`config.mk`:
```
export PLATFORM = sky130hd
export DESIGN_NAME = timer_counter
export DESIGN_NICKNAME = d
export VERILOG_FILES = /design/src/rtl/timer_counter_pkg.sv /design/src/rtl/timer_counter.sv
export SDC_FILE = /design/constraint.sdc
export NUM_CORES = 1
export LEC_CHECK = 0
export ABC_AREA = 1
export BUFFER_PORTS_ARGS = -buffer_cell sky130_fd_sc_hd__buf_4
export CAP_MARGIN = 20
export CORE_ASPECT_RATIO = 2
export CORE_MARGIN = 1
export CORE_UTILIZATION = 49
export DETAILED_ROUTE_END_ITERATION = 16
export PLACE_DENSITY = 0.78
export RECOVER_POWER = 25
export SETUP_SLACK_MARGIN = 0.1
export SLEW_MARGIN = 30
export SYNTH_ARGS = -nofsm -noshare
export SYNTH_HDL_FRONTEND = slang
export SYNTH_SLANG_ARGS = --single-unit
```
`constraint.sdc`:
```
create_clock -name clk -period 1.9 [get_ports clk]
set_clock_uncertainty 0.05 [all_clocks]
set_input_delay 0 -clock clk [delete_from_list [all_inputs] [get_ports clk]]
set_output_delay 0 -clock clk [all_outputs]
set_load 0.02 [all_outputs]
```
`src/rtl/timer_counter_pkg.sv`:
```
// Shared register-map, state and mode codes for the memory-mapped countdown timer.
// Imported by every timer instance and by the CPU top.
package timer_counter_pkg;

  typedef enum logic [1:0] {
    ST_IDLE = 2'b00,
    ST_LOAD = 2'b01,
    ST_CNT  = 2'b10,
    ST_INT  = 2'b11
  } state_t;

  typedef enum logic [1:0] {
    MODE_ONESHOT = 2'b00,
    MODE_RELOAD  = 2'b01,
    MODE_RSVD2   = 2'b10,
    MODE_RSVD3   = 2'b11
  } mode_t;

  // CTRL bit layout: [3] IM, [2:1] MODE, [0] EN
  typedef struct packed {
    logic  im;
    mode_t mode;
    logic  en;
  } ctrl_t;

  localparam logic [1:0] OFF_CTRL   = 2'b00;
  localparam logic [1:0] OFF_PRESET = 2'b01;
  localparam logic [1:0] OFF_COUNT  = 2'b10;

endpackage

```
`src/rtl/timer_counter.sv`:
```
// Countdown timer with CTRL/PRESET/COUNT registers and a maskable interrupt line.
// Auto-reload (MODE 01) exists only when TIMER_AUTORELOAD_EN is defined; otherwise every mode is one-shot.
module timer_counter
  import timer_counter_pkg::*;
(
  input  logic        clk,
  input  logic        reset,
  input  logic [31:0] addr,
  input  logic        we,
  input  logic [31:0] din,
  output logic [31:0] dout,
  output logic        irq
);

  state_t      state;
  ctrl_t       ctrl;
  logic [31:0] preset;
  logic [31:0] count;
  logic        irq_flag;
  logic        wr_ctrl;
  logic        wr_preset;
  logic        unused_bits;

  assign wr_ctrl     = we && (addr[3:2] == OFF_CTRL);
  assign wr_preset   = we && (addr[3:2] == OFF_PRESET);
  assign unused_bits = ^{addr[31:4], addr[1:0], din[31:4]};

  always_ff @(posedge clk or posedge reset) begin
    if (reset) begin
      state    <= ST_IDLE;
      ctrl     <= '0;
      preset   <= '0;
      count    <= '0;
      irq_flag <= 1'b0;
    end else begin
      case (state)
        ST_IDLE: if (ctrl.en) state <= ST_LOAD;
        ST_LOAD: begin
          count <= preset;
          state <= ST_CNT;
        end
        ST_CNT: begin
          if (!ctrl.en) begin
            state <= ST_IDLE;
          end else if (count > 32'd1) begin
            count <= count - 32'd1;
          end else begin
            count    <= '0;
            irq_flag <= 1'b1;
            state    <= ST_INT;
          end
        end
        ST_INT: begin
`ifdef TIMER_AUTORELOAD_EN
          if (ctrl.mode == MODE_RELOAD) begin
            irq_flag <= 1'b0;
            state    <= ST_LOAD;
          end else begin
            ctrl.en <= 1'b0;
            state   <= ST_IDLE;
          end
`else
          ctrl.en <= 1'b0;
          state   <= ST_IDLE;
`endif
        end
        default: state <= ST_IDLE;
      endcase

      // Software writes come last so they override same-cycle FSM updates.
      if (wr_ctrl) begin
        ctrl     <= ctrl_t'(din[3:0]);
        irq_flag <= 1'b0;
      end
      if (wr_preset) begin
        preset   <= din;
        irq_flag <= 1'b0;
      end
    end
  end

  always_comb begin
    dout = '0;
    case (addr[3:2])
      OFF_CTRL:   dout = {28'd0, ctrl};
      OFF_PRESET: dout = preset;
      OFF_COUNT:  dout = count;
      default:    dout = '0;
    endcase
  end

  assign irq = ctrl.im & irq_flag;

endmodule
```
Yosys cells after proc, flatten, opt, wreduce, memory -nomap -nowiden
Cells that the tools add are included.
{ "totals": {"output_inout_bits": 33, "elab_cells": 45, "reg_bits": 71, "input_bits": 67} }
{ "classes": {"addsub": 1, "n_bitwise": 1, "n_mux": 15, "n_reduce_logical": 11, "n_lt_le_gt_ge": 1, "n_eq_ne": 9} }
{ "op_table": {"columns": ["operator", "count"], "rows": [
  ["one-hot mux 32 bit (3 select lines)", 1],
  ["two-way mux 32 bit", 2],
  ["one-hot mux 32 bit (2 select lines)", 1],
  ["> comparator 32 x 1 -> 1 bit (second input constant)", 1],
  ["subtractor 32 x 1 -> 32 bit (second input constant)", 1],
  ["one-hot mux 2 bit (4 select lines)", 1],
  ["two-way mux 1 bit", 7],
  ["== test 2 bit (second input constant)", 3],
  ["two-way mux 2 bit", 3],
  ["!= test 3 bit (second input constant)", 2],
  ["nonzero test 3 bit", 2],
  ["== test 2 x 1 -> 1 bit (second input constant)", 2],
  ["zero test 2 bit", 2],
  ["!= test 2 bit (second input constant)", 2],
  ["AND reduction 2 bit", 2],
  ["nonzero test 2 bit", 2],
  ["AND reduction 3 bit", 1],
  ["logical AND 1 bit", 2],
  ["bitwise AND 1 bit", 1]
]} }

Longest topological paths before layout
{ "logic_depth": {"word_depth": 6, "mapped_depth": 12, "ltp_nobuf": 12} }

Worst setup path after synthesis
Ideal clock, no wire load.
{ "synth_timing": {"kind": "register to register", "start": "register count[0]", "end": "register count[7]", "synth_period_minus_slack_ps": 1682, "setup_ps": 117, "arrival_time_ps": 1515, "path_slack_ps": 218, "path_stages_with_launch": 13, "path_cell_list": "dfrtp_1 inv_1 ha_1 nand2_2 nor2_4 nand2_4 nand2_4 nand2_4 nand2_4 buf_6 o22ai_1 nand2_1 nand2_1"} }
{ "synth_between": {"elab_chain_cells": 4} }
{ "synth_rtl": {"columns": ["element", "line_no", "text"], "rows": [
  ["from (decl)", "timer_counter.sv:18", "logic [31:0] count;"],
  ["from (signal assigned)", "timer_counter.sv:39", "count <= preset;"],
  ["from (signal assigned)", "timer_counter.sv:46", "count <= count - 32'd1;"],
  ["subtractor 32 x 1 -> 32 bit / > comparator 32 x 1 -> 1 bit (equally long branches)", "timer_counter.sv:46, timer_counter.sv:45", null],
  ["two-way mux 32 bit (*)", "timer_counter.sv:45", "end else if (count > 32'd1) begin"],
  ["two-way mux 32 bit (*)", "timer_counter.sv:43", "if (!ctrl.en) begin"],
  ["one-hot mux 32 bit (2 select lines) (*)", "timer_counter.sv:36", "case (state)"]
]} }
Mark *: on every way between the ends. The rest lies on a longest branch, timed or not. The select of a mux whose other input is x is not followed.
A chain may end at the register's enable or synchronous reset.

Final worst setup path
{ "layout_timing": {"start": "register count[0]", "end": "register count[24]"} }
The elaborated chain is that of the path after synthesis.

==> results.txt <==
largest family of logic cells by synthesized area - simple AND/OR/NAND/NOR gates
ant diodes - 0
P&R area growth vs syn - 37.1%
GP Congestion - 0.911
period utilisation layout - 92.4%
mapped cell area - 4320 sq um
clock-pin slew on the worst setup and hold paths - 0.06 ns
Crit. End Element - flop
initial drt markers - 238
status - complete, no violations
Initial Utilization - 50.3%
largest net degree at the start of global routing - 72
H-Tree Depth - 3
Worst Tran Pin Value - 1.01 ns
Primary FF master, synth - dfrtp_1
Simple-Gate Fraction of Synth Area - 32.6%
GRT Util Overall - 32.5%
RSZ-0062 raised after global routing - true
endpoints failing setup - 0
area share of fa/ha/maj cells after synthesis - 0.579%
mux cell area share after synthesis - 2.61%
Core Area - 8590 sq um
DRC Markers - 0
Root Buffer - clkbuf_16
crit path setup slack, layout - 0.144 ns
Net Count, Synth - 688
Avg Inst Size Synth - 6.98 sq um
layout cell share with drive strength beyond 1 - 23.8%
metal2 WL - 7420 um
Clock Path Buffers - 2
vias in the first global route - 4527
peak supply drop - 0.00127 V
kind of cell adding the most delay to the critical path - simple AND/OR/NAND/NOR gates
CP most frequent cell - nand2_1
Slew Viols, Final - 0
grt total ovfl - 0
Port-buffer cells - 69
Routed Antenna Nets - 0
Max Fclk - 570 MHz
CTS tree - built
Synth Area in Compound Gates - 12.0%
Num CTS Buffers - 9
Req. time, crit path - 2.14 ns
Die X - 68.4 um
CP max-delay cell - dfrtp_1
Post-layout nets - 809
Worst Setup Path Type - flop to flop
number of synthesized register bits - 71
post-route minimum period - 1.76 ns
Worst path max stage delay - 0.39 ns
Worst Path Arrival - 1.99 ns
initial antenna violation count - 0
clock sink total - 71
I/O pin cnt - 100
first-pass GRT wire length - 21600 um
post-synth cell types - 28
max-cap violations - 0
register area share after synthesis - 41.1%
Slew headroom - 33.0%
Row Count - 48
metal1 wirelength - 4990 um
ys async rst share - 100%
Post-Synth XOR/XNOR Area - 3.04%
Final Hold Fails - 0
setup TNS - 0 ns
Syn. warnings - 0
CP Launch Type - flop
routed vias/inst - 5.39
Top Metal Used - met4
drt first pass iters - 5
Pwr Density - 1430 nW/um^2
Die Area - 9220 sq um
Clock Latency Late Sink - 0.34 ns
WP buf/inv - 2
min-delay worst type - input pin to flop
crit-path cells - buf_4 > ha_1 > nand2_1 > nor2_1 > nand2_1 > nand2_4 > a21oi_4 > buf_12 > nand2_1 > o21ai_0 > nand2_1 > nand2_1
number of synthesized flops with an enable pin - 0
pre-CTS setup slack - 0.0559 ns
Via Count - 4551
Die H - 135 um
Leak - 2.94 nW
cells after synthesis - 619
Routed WL - 14000 um
dpl hpwl - 9630 um
routed len/inst - 16.6 um
maximum fanout along the worst path - 14
wire length on met3 - 586 um
per-stage QoR:
step	area [sq um]	instances	utilization (%)	power (mW)	hold WS (ns)
floorplan	4330	619	-	4.80	0.0340
global placement	5090	791	59.3	5.98	0.0855
detailed placement	5090	791	59.3	6.09	0.0898
CTS	5790	842	67.4	8.11	0.129
global route	5920	845	69.0	9.02	0.183
finish	5920	845	69.0	8.46	0.157
cell usage after synthesis, drive strengths merged (7+ instances only):
| master | number | area (sq um) |
|---|---|---|
| xor2 | 14 | 123 |
| mux2 | 10 | 113 |
| clkbuf | 15 | 56.3 |
| nand2 | 226 | 883 |
| o21ai | 49 | 245 |
| buf | 7 | 46.3 |
| inv | 65 | 244 |
| nand3 | 26 | 130 |
| o22ai | 21 | 131 |
| dfrtp | 71 | 1780 |
| a21oi | 20 | 111 |
| nor2 | 80 | 343 |
worst register-to-register path: stages (launching register included):
cell and delay (ns):
dfrtp_1 0.39, buf_4 0.15, ha_1 0.19, nand2_1 0.08, nor2_1 0.05, nand2_1 0.10
nand2_4 0.08, a21oi_4 0.15, buf_12 0.16, nand2_1 0.05, o21ai_0 0.11, nand2_1 0.08
nand2_1 0.06
sequential cells by signal, summed over array words and instances (netlist names):
signal and cells:
preset 32, irq_flag 1, state 2, ctrl 4, count 32
kinds of logic after synthesis:
family / Yosys count
DFF: 71
muxes: 10
buffers and inverters: 87
AOI/OAI and AO/OA: 94
adders and majority gates: 2
xor gates and xnor gates: 15
and+or+nand+nor: 340
cell type report:
| type | instances | area (sq um) |
|---|---|---|
| inverters | 65 | 251 |
| clock buffers | 12 | 256 |
| repair inverters | 1 | 7.51 |
| well taps | 100 | 125 |
| flip-flops and latches | 71 | 1780 |
| repair buffers | 131 | 1090 |
| fillers | 719 | 2660 |
| clock inverters | 4 | 76.3 |
| multi-input cells | 461 | 2330 |
final timing paths:
check	slack [ns]	cells after the start	end	startpoint
worst max-delay path	0.14	12	count[24]$_DFFE_PP0P_	count[0]$_DFFE_PP0P_
worst min register to register	0.43	2	ctrl[1]$_DFFE_PP0P_	ctrl[1]$_DFFE_PP0P_
worst max register to register	0.14	12	count[24]$_DFFE_PP0P_	count[0]$_DFFE_PP0P_
min in group asynchronous	0.52	4	count[31]$_DFFE_PP0P_	reset
worst min-delay path	0.16	3	irq_flag$_DFFE_PP0P_	addr[3]
max in group asynchronous	0.58	4	count[3]$_DFFE_PP0P_	reset
routing by layer:
layer	vias up	GRT usage, %
li1	2209	-
met1	2126	34.0
met2	160	56.3
met3	56	6.00
met4	0	20.9
met5	-	0
where the power goes:
| group | total, mW | switching (mW) | internal (mW) |
|---|---|---|---|
| Combinational | 3.97 | 2.44 | 1.53 |
| Sequential | 2.59 | 0.581 | 2.01 |
| Clock | 1.90 | 0.671 | 1.23 |
| Total | 8.46 | 3.69 | 4.76 |
timing repair:
action                     CTS  global route
setup endpoints to repair   17            51
hold buffers                35             0
pin swaps                    1             3
setup buffers                0             2
resized for setup            4            47
hold endpoints to repair   108             0
cloned                       0             1
cells in the final DEF (no fill, tap or decap), drive strengths merged:
master / netlist / layout
o211ai: 2 / 2
clkbuf: 15 / 14
buf: 7 / 94
inv: 65 / 64
o21ai: 49 / 49
nand4: 5 / 5
o22ai: 21 / 21
mux2: 10 / 10
nor3b: 2 / 2
o221ai: 2 / 2
ha: 2 / 2
a21oi: 20 / 20
nor2: 80 / 80
dfrtp: 71 / 71
nand2: 226 / 226
xor2: 14 / 14
clkinvlp: 0 / 4
nand3: 26 / 26
dlygate4sd3: 0 / 35
xnor2: 1 / 1
bufinv: 0 / 2
and2: 1 / 1
Power figures use the tool's default switching activity.
